### src/rtl/coin_pkg.sv
// Shared types and defaults for the coin sprite controller: FSM states and the
// per-slot world record.
package coin_pkg;

    localparam int COIN_W_DEF = 16;
    localparam int COIN_H_DEF = 16;
    localparam int MAX_COINS  = 8;

    typedef enum logic [1:0] {
        IDLE,
        SCAN,
        WAIT_RESPAWN
    } coin_state_t;

    typedef struct packed {
        logic [12:0] x;
        logic [12:0] y;
        logic        active;
    } coin_slot_t;

endpackage

### src/rtl/coin_box_hit.sv
// Strict overlap of two half-open boxes [x, x+w) x [y, y+h); a point test is a
// 1x1 box. Sums are 14 bits wide so a box at the right screen edge never wraps.
module coin_box_hit (
    input  logic [12:0] i_a_x,
    input  logic [12:0] i_a_y,
    input  logic [13:0] i_a_w,
    input  logic [13:0] i_a_h,
    input  logic [12:0] i_b_x,
    input  logic [12:0] i_b_y,
    input  logic [13:0] i_b_w,
    input  logic [13:0] i_b_h,
    output logic        o_hit
);

    logic [13:0] w_a_x;
    logic [13:0] w_a_y;
    logic [13:0] w_b_x;
    logic [13:0] w_b_y;

    assign w_a_x = {1'b0, i_a_x};
    assign w_a_y = {1'b0, i_a_y};
    assign w_b_x = {1'b0, i_b_x};
    assign w_b_y = {1'b0, i_b_y};

    assign o_hit = (w_a_x < w_b_x + i_b_w) && (w_b_x < w_a_x + i_a_w) &&
                   (w_a_y < w_b_y + i_b_h) && (w_b_y < w_a_y + i_a_h);

endmodule

### src/rtl/coin_sprite_ctrl.sv
// Coin world state: slot storage, per-pixel sprite ROM addressing, a once-per-frame
// pickup scan, and delayed respawn of the whole coin set.
module coin_sprite_ctrl
    import coin_pkg::*;
#(
    parameter int NUM_COINS      = 4,
    parameter int COIN_W         = COIN_W_DEF,
    parameter int COIN_H         = COIN_H_DEF,
    parameter int ADDR_W         = 8,
    parameter int RESPAWN_FRAMES = 120
) (
    input  logic              Clk,
    input  logic              Reset_n,
    input  logic              frame_clk,
    input  logic [12:0]       DrawX,
    input  logic [12:0]       DrawY,
    input  logic              load_valid,
    input  logic [2:0]        load_idx,
    input  logic [12:0]       load_x,
    input  logic [12:0]       load_y,
    input  logic [12:0]       player_x,
    input  logic [12:0]       player_y,
    input  logic [7:0]        player_size,
    output logic [ADDR_W-1:0] coin_rom_addr,
    output logic              is_coin,
    output logic              coin_collect,
    output logic [7:0]        collected_count
);

    localparam int               CNT_W    = (RESPAWN_FRAMES > 1) ? $clog2(RESPAWN_FRAMES) : 1;
    localparam logic [CNT_W-1:0] CNT_LAST = CNT_W'(RESPAWN_FRAMES - 1);
    localparam logic [2:0]       LAST_IDX = 3'(NUM_COINS - 1);
    localparam logic [13:0]      COIN_W14 = 14'(COIN_W);
    localparam logic [13:0]      COIN_H14 = 14'(COIN_H);

    coin_slot_t          r_slots [NUM_COINS];
    coin_state_t         r_state;
    logic [2:0]          r_idx;
    logic [CNT_W-1:0]    r_cnt;
    logic                r_collect;
    logic [7:0]          r_count;
    logic [1:0]          r_fsync;
    logic                r_fprev;
    logic [ADDR_W-1:0]   r_addr;
    logic                r_hit_d;
    logic                r_is_coin;

    logic                w_frame_tick;
    logic [NUM_COINS-1:0] w_pix_box;
    logic                w_pix_any;
    logic [12:0]         w_sel_x;
    logic [12:0]         w_sel_y;
    logic [12:0]         w_dx;
    logic [12:0]         w_dy;
    logic [ADDR_W-1:0]   w_pix_off;
    coin_slot_t          w_scan_slot;
    logic                w_scan_box;
    logic                w_collect;
    logic                w_respawn;
    logic [NUM_COINS-1:0] w_act_nxt;

    // NOTE: sequential state uses non-blocking assignments so every flop samples pre-edge values.
    always_ff @(posedge Clk or negedge Reset_n) begin
        if (!Reset_n) begin
            r_fsync <= '0;
            r_fprev <= 1'b0;
        end else begin
            r_fsync <= {r_fsync[0], frame_clk};
            r_fprev <= r_fsync[1];
        end
    end

    assign w_frame_tick = r_fsync[1] & ~r_fprev;

    for (genvar g = 0; g < NUM_COINS; g++) begin : g_pix
        coin_box_hit u_pix_hit (
            .i_a_x (DrawX),
            .i_a_y (DrawY),
            .i_a_w (14'd1),
            .i_a_h (14'd1),
            .i_b_x (r_slots[g].x),
            .i_b_y (r_slots[g].y),
            .i_b_w (COIN_W14),
            .i_b_h (COIN_H14),
            .o_hit (w_pix_box[g])
        );
    end

    // NOTE: defaults first so no path through a combinational block leaves a latch.
    always_comb begin
        w_pix_any = 1'b0;
        w_sel_x   = '0;
        w_sel_y   = '0;
        for (int i = NUM_COINS - 1; i >= 0; i--) begin
            if (w_pix_box[i] && r_slots[i].active) begin
                w_pix_any = 1'b1;
                w_sel_x   = r_slots[i].x;
                w_sel_y   = r_slots[i].y;
            end
        end
    end

    assign w_dx      = DrawX - w_sel_x;
    assign w_dy      = DrawY - w_sel_y;
    assign w_pix_off = ADDR_W'(32'(w_dy) * 32'(COIN_W) + 32'(w_dx));

    always_comb begin
        w_scan_slot = '0;
        for (int i = 0; i < NUM_COINS; i++) begin
            if (3'(i) == r_idx) w_scan_slot = r_slots[i];
        end
    end

    coin_box_hit u_scan_hit (
        .i_a_x (player_x),
        .i_a_y (player_y),
        .i_a_w ({6'd0, player_size}),
        .i_a_h ({6'd0, player_size}),
        .i_b_x (w_scan_slot.x),
        .i_b_y (w_scan_slot.y),
        .i_b_w (COIN_W14),
        .i_b_h (COIN_H14),
        .o_hit (w_scan_box)
    );

    assign w_collect = (r_state == SCAN) && w_scan_slot.active && w_scan_box;
    assign w_respawn = (r_state == WAIT_RESPAWN) && w_frame_tick && (r_cnt == CNT_LAST);

    // Later assignments take priority: a load beats a same-cycle clear.
    always_comb begin
        for (int i = 0; i < NUM_COINS; i++) begin
            w_act_nxt[i] = r_slots[i].active;
            if (w_collect && (3'(i) == r_idx))          w_act_nxt[i] = 1'b0;
            if (w_respawn)                              w_act_nxt[i] = 1'b1;
            if (load_valid && (load_idx == 3'(i)))      w_act_nxt[i] = 1'b1;
        end
    end

    // NOTE: the slot array is a handful of flops, not RAM, so reset clears it to a known world.
    always_ff @(posedge Clk or negedge Reset_n) begin
        if (!Reset_n) begin
            for (int i = 0; i < NUM_COINS; i++) r_slots[i] <= '0;
        end else begin
            for (int i = 0; i < NUM_COINS; i++) begin
                r_slots[i].active <= w_act_nxt[i];
                if (load_valid && (load_idx == 3'(i))) begin
                    r_slots[i].x <= load_x;
                    r_slots[i].y <= load_y;
                end
            end
        end
    end

    always_ff @(posedge Clk or negedge Reset_n) begin
        if (!Reset_n) begin
            r_state   <= IDLE;
            r_idx     <= '0;
            r_cnt     <= '0;
            r_collect <= 1'b0;
            r_count   <= '0;
        end else begin
            r_collect <= w_collect;
            if (w_collect && (r_count != 8'hFF)) r_count <= r_count + 8'd1;
            case (r_state)
                IDLE: begin
                    if (w_frame_tick) begin
                        r_state <= SCAN;
                        r_idx   <= '0;
                    end
                end
                SCAN: begin
                    if (r_idx == LAST_IDX) begin
                        r_cnt   <= '0;
                        r_state <= (|w_act_nxt) ? IDLE : WAIT_RESPAWN;
                    end else begin
                        r_idx <= r_idx + 3'd1;
                    end
                end
                WAIT_RESPAWN: begin
                    if (w_frame_tick) begin
                        if (r_cnt == CNT_LAST) begin
                            r_cnt   <= '0;
                            r_state <= IDLE;
                        end else begin
                            r_cnt <= r_cnt + 1'b1;
                        end
                    end
                end
                default: r_state <= IDLE;
            endcase
        end
    end

    // Hit flag is delayed twice so is_coin lands with the ROM data one stage later.
    always_ff @(posedge Clk or negedge Reset_n) begin
        if (!Reset_n) begin
            r_addr    <= '0;
            r_hit_d   <= 1'b0;
            r_is_coin <= 1'b0;
        end else begin
            if (w_pix_any) r_addr <= w_pix_off;
            r_hit_d   <= w_pix_any;
            r_is_coin <= r_hit_d;
        end
    end

    assign coin_rom_addr   = r_addr;
    assign is_coin         = r_is_coin;
    assign coin_collect    = r_collect;
    assign collected_count = r_count;

endmodule

### config.mk
export PLATFORM = sky130hd
export DESIGN_NAME = coin_sprite_ctrl
export DESIGN_NICKNAME = d
export VERILOG_FILES = /design/src/rtl/coin_pkg.sv /design/src/rtl/coin_box_hit.sv /design/src/rtl/coin_sprite_ctrl.sv
export SDC_FILE = /design/constraint.sdc
export NUM_CORES = 1
export LEC_CHECK = 0
export ABC_AREA = 1
export CORE_ASPECT_RATIO = 1.4
export CORE_UTILIZATION = 65
export CTS_CLUSTER_SIZE = 16
export DETAILED_ROUTE_END_ITERATION = 8
export DONT_BUFFER_PORTS = 1
export PLACE_DENSITY_LB_ADDON = 0.3
export SYNTH_ARGS = -nofsm -noshare
export SYNTH_HDL_FRONTEND = slang
export SYNTH_SLANG_ARGS = --single-unit
### constraint.sdc
create_clock -name Clk -period 6.55 [get_ports Clk]
set_input_delay 1.31 -clock Clk [delete_from_list [all_inputs] [get_ports Clk]]
set_output_delay 1.31 -clock Clk [all_outputs]
set_load 0.005 [all_outputs]
==> flow_summary.json <==
{
  "status": "complete, no violations",
  "p_comb_share_pct": 49.7,
  "synthesis.area_um2": 16000,
  "synth_edf_count": 0,
  "power.switching_mw": 2.06,
  "end_kind": "flop",
  "coreArea_um2": 24100,
  "whs_ns": 0.361,
  "design_area_um2": 17200,
  "grt_pass1_wl_um": 81500,
  "slew_viol_final": 0,
  "synth_area_leaders": "dfrtp_1, ha_1, nand2_1",
  "clock_insertion_delay_worst_skew_ns": 0.45,
  "finClkSkew_ns": 0.0160,
  "core.rowCount": 67,
  "multi_input_area_um2": 11300,
  "drc_errors": 0,
  "clockPowerShare_pct": 21.3,
  "async_flop_share_pct": 100,
  "fin_crit_ns": 6.30,
  "drt_pre_antenna_iters": 6,
  "setup_tns_ns": 0,
  "die_w_um": 134,
  "die-height_um": 187,
  "placed_cell_area_um2": 16400,
  "power_leakage_nw": 8.65,
  "num_vias": 15684,
  "fillers": 2058,
  "port_buffers": 0,
  "fin_crit_sh_pct": 96.3,
  "synth_area_leader_cell": "dfrtp_1",
  "grt_max_degree": 143,
  "path_max_fanout": 8,
  "antenna_found_initial": 0,
  "htree_levels": 4,
  "dr.first_iter.drc_count": 1320,
  "routed_via_density": 6.15,
  "slowest_stage": "fa_1",
  "synthFlopType": "dfrtp_1",
  "gp_congestion": 1.02,
  "numCtsBuffers": 17,
  "p_seq_share_pct": 29.0,
  "setup_viol": 0,
  "place.detailed.hpwl_um": 40800,
  "diodes": 0,
  "syn-instance-count": 2208,
  "ctsHoldBuffers": 0,
  "ys_ff_latch": 142,
  "antenna_left": 0,
  "nets": 2597,
  "hp-class": "reg -> reg",
  "worst_setup_hold_path_clk_slew_ns": 0.06,
  "crit_path_start_kind": "primary input",
  "grt-ovfl-total": 0,
  "ff2ff_setup_slack_ns": 0.51,
  "wl_um": 52500,
  "pwr_density_cell_nw_per_um2": 270,
  "cap_violations": 0,
  "grtUsageTotal_pct": 42.7,
  "seq_area_um2": 3550,
  "tightest_slew_ns": 0.741,
  "arrival_ns": 6.64,
  "p_int_mw": 2.59,
  "critPathKind": "in -> reg",
  "fmaxAchievable_mhz": 159,
  "initial_core_util_pct": 66.3,
  "cpPeakStageDelay_ns": 0.51,
  "drive_gt1_share_pct": 8.65,
  "dp_slack_ns": -0.243,
  "syn_area_per_cell_um2": 7.23,
  "syn-num-nets": 2576,
  "relSlewSlack_pct": 50.1,
  "finalWorstSetupSlack_ns": 0.245,
  "synth_warnings": 0,
  "area_growth_syn_to_layout_pct": 7.81,
  "synth_top_area_share_pct": 22.3,
  "first_global_vias": 15643,
  "yosysSeqAreaShare_pct": 22.3,
  "io_pins": 111,
  "cts_tree": "built",
  "hold_viol": 0,
  "synth_cell_type_count": 57,
  "clk_path_buf_depth": 2,
  "clock-sinks": 142,
  "cpMostUsedCell": "nand2_1",
  "peakVddDrop_mv": 0.201,
  "cts-root-buf": "clkbuf_16",
  "swShare_pct": 44.3,
  "routedWlPerCell_um": 20.6,
  "cp.required_ns": 6.89,
  "die-area_um2": 25200
}
critical path, delay by kind of cell:
family	cells	cell delay (ns)
and+or+nand+nor	20	1.92
buffers and inverters	5	0.28
AOI/OAI and AO/OA	6	0.74
xor gates and xnor gates	3	0.52
adders and majority gates	5	1.83
metrics by stage:
step	power, mW	utilization, %	cells
after floorplan	2.84	-	2208
after global placement	3.43	68.3	2516
after detailed placement	3.54	68.3	2516
after CTS	4.53	70.8	2548
after global routing	4.99	71.5	2552
final	4.64	71.5	2552
layout by cell type (no fill, tap or decap), types with 5 or more instances in the layout:
cell,n
nand2_2,20
xor2_2,5
o21ai_1,15
nand2_1,519
nand3b_1,7
buf_4,50
a211oi_1,16
a21oi_1,105
o21a_1,9
dfrtp_1,142
nand3_1,112
a22oi_1,6
nand4_1,38
a21boi_0,7
or2_2,6
nor2_4,9
o22ai_2,5
nor3_1,34
o21ai_0,179
a31oi_1,7
nand3_2,17
ha_1,264
o211ai_1,17
inv_2,8
a21o_1,7
inv_1,267
o21ai_2,6
xnor2_1,28
nor2_1,142
o22ai_1,13
nor2_2,10
xor2_1,86
clkbuf_16,17
fa_1,7
per-layer routing:
layer  wire length, um  vias up  track usage (%)
li1                  -     7442                -
met1             19100     7356             46.3
met2             25400      664             73.7
met3              3760      222             8.10
met4              4220        0             30.8
met5                 0        -                0
layout make-up:
cell class,count,share of cell area (%)
Sequential cell,142,20.7
Timing Repair Buffer,50,2.18
Inverter,277,6.06
Clock buffer,20,2.60
Multi-Input combinational cell,1741,65.5
Clock inverter,12,0.778
Tap cell,310,2.25
cells in the mapped netlist (6+ instances only):
master      n
a21o_1      7
o21ai_1    11
xor2_1     91
nor2_4      6
nand3_2    14
a31oi_1     7
or2_2       6
o211ai_1   17
o22ai_1    13
nand3b_1    7
nor3_1     35
clkbuf_1   26
o21a_1      9
nand2_1   519
dfrtp_1   142
nand4_1    38
o21ai_2     6
a21boi_0    7
ha_1      268
a21oi_1   108
nor2_2      8
o21ai_0   183
fa_1        7
nand3_1   116
a211oi_1   16
xnor2_1    29
buf_6       8
buf_2       8
nand2_2    20
a22oi_1     6
nor2_1    147
inv_1     270
power by group through the flow:
stage / Sequential, mW / Combinational [mW] / Clock, mW
after CTS: 1.33 / 2.22 / 0.986
final: 1.34 / 2.31 / 0.988
after detailed placement: 1.34 / 2.19 / 0
after global routing: 1.36 / 2.61 / 1.02
after global placement: 1.34 / 2.09 / 0
after floorplan: 1.21 / 1.62 / 0
sequential cells by signal, indices dropped and copies added, names as in the netlist, 2 cells and up:
signal and count:
r_cnt 7, r_slots 108, r_state 2, r_fsync 2
collected_count 8, coin_rom_addr 8, r_idx 3
logic make-up after synthesis:
| family | after synthesis | synth area share [%] |
|---|---|---|
| flip-flops | 142 | 22.3 |
| buffers and inverters | 325 | 8.20 |
| AND/OR/NAND/NOR | 929 | 25.6 |
| AO/OA/AOI/OAI | 417 | 15.4 |
| XOR/XNOR | 120 | 6.59 |
| adder cells (fa/ha/maj) | 275 | 21.9 |
final timing paths:
kind                                              from                           end  depth (start not counted)
worst max register to register  r_slots[5]$_DFFE_PN0P_  coin_rom_addr[7]$_DFFE_PN0P_                         36
max in group asynchronous                      Reset_n       r_slots[24]$_DFFE_PN0P_                          0
min in group asynchronous                      Reset_n       r_slots[70]$_DFFE_PN0P_                          0
worst min-delay path              r_fsync[0]$_DFF_PN0_          r_fsync[1]$_DFF_PN0_                          0
worst max-delay path                          DrawY[2]  coin_rom_addr[7]$_DFFE_PN0P_                         39
worst min register to register    r_fsync[0]$_DFF_PN0_          r_fsync[1]$_DFF_PN0_                          0
timing repair:
action / CTS / global route
resized for setup: 0 / 31
setup endpoints to repair: 0 / 1
buffers inserted: 0 / 4
Power figures use the tool's default switching activity.
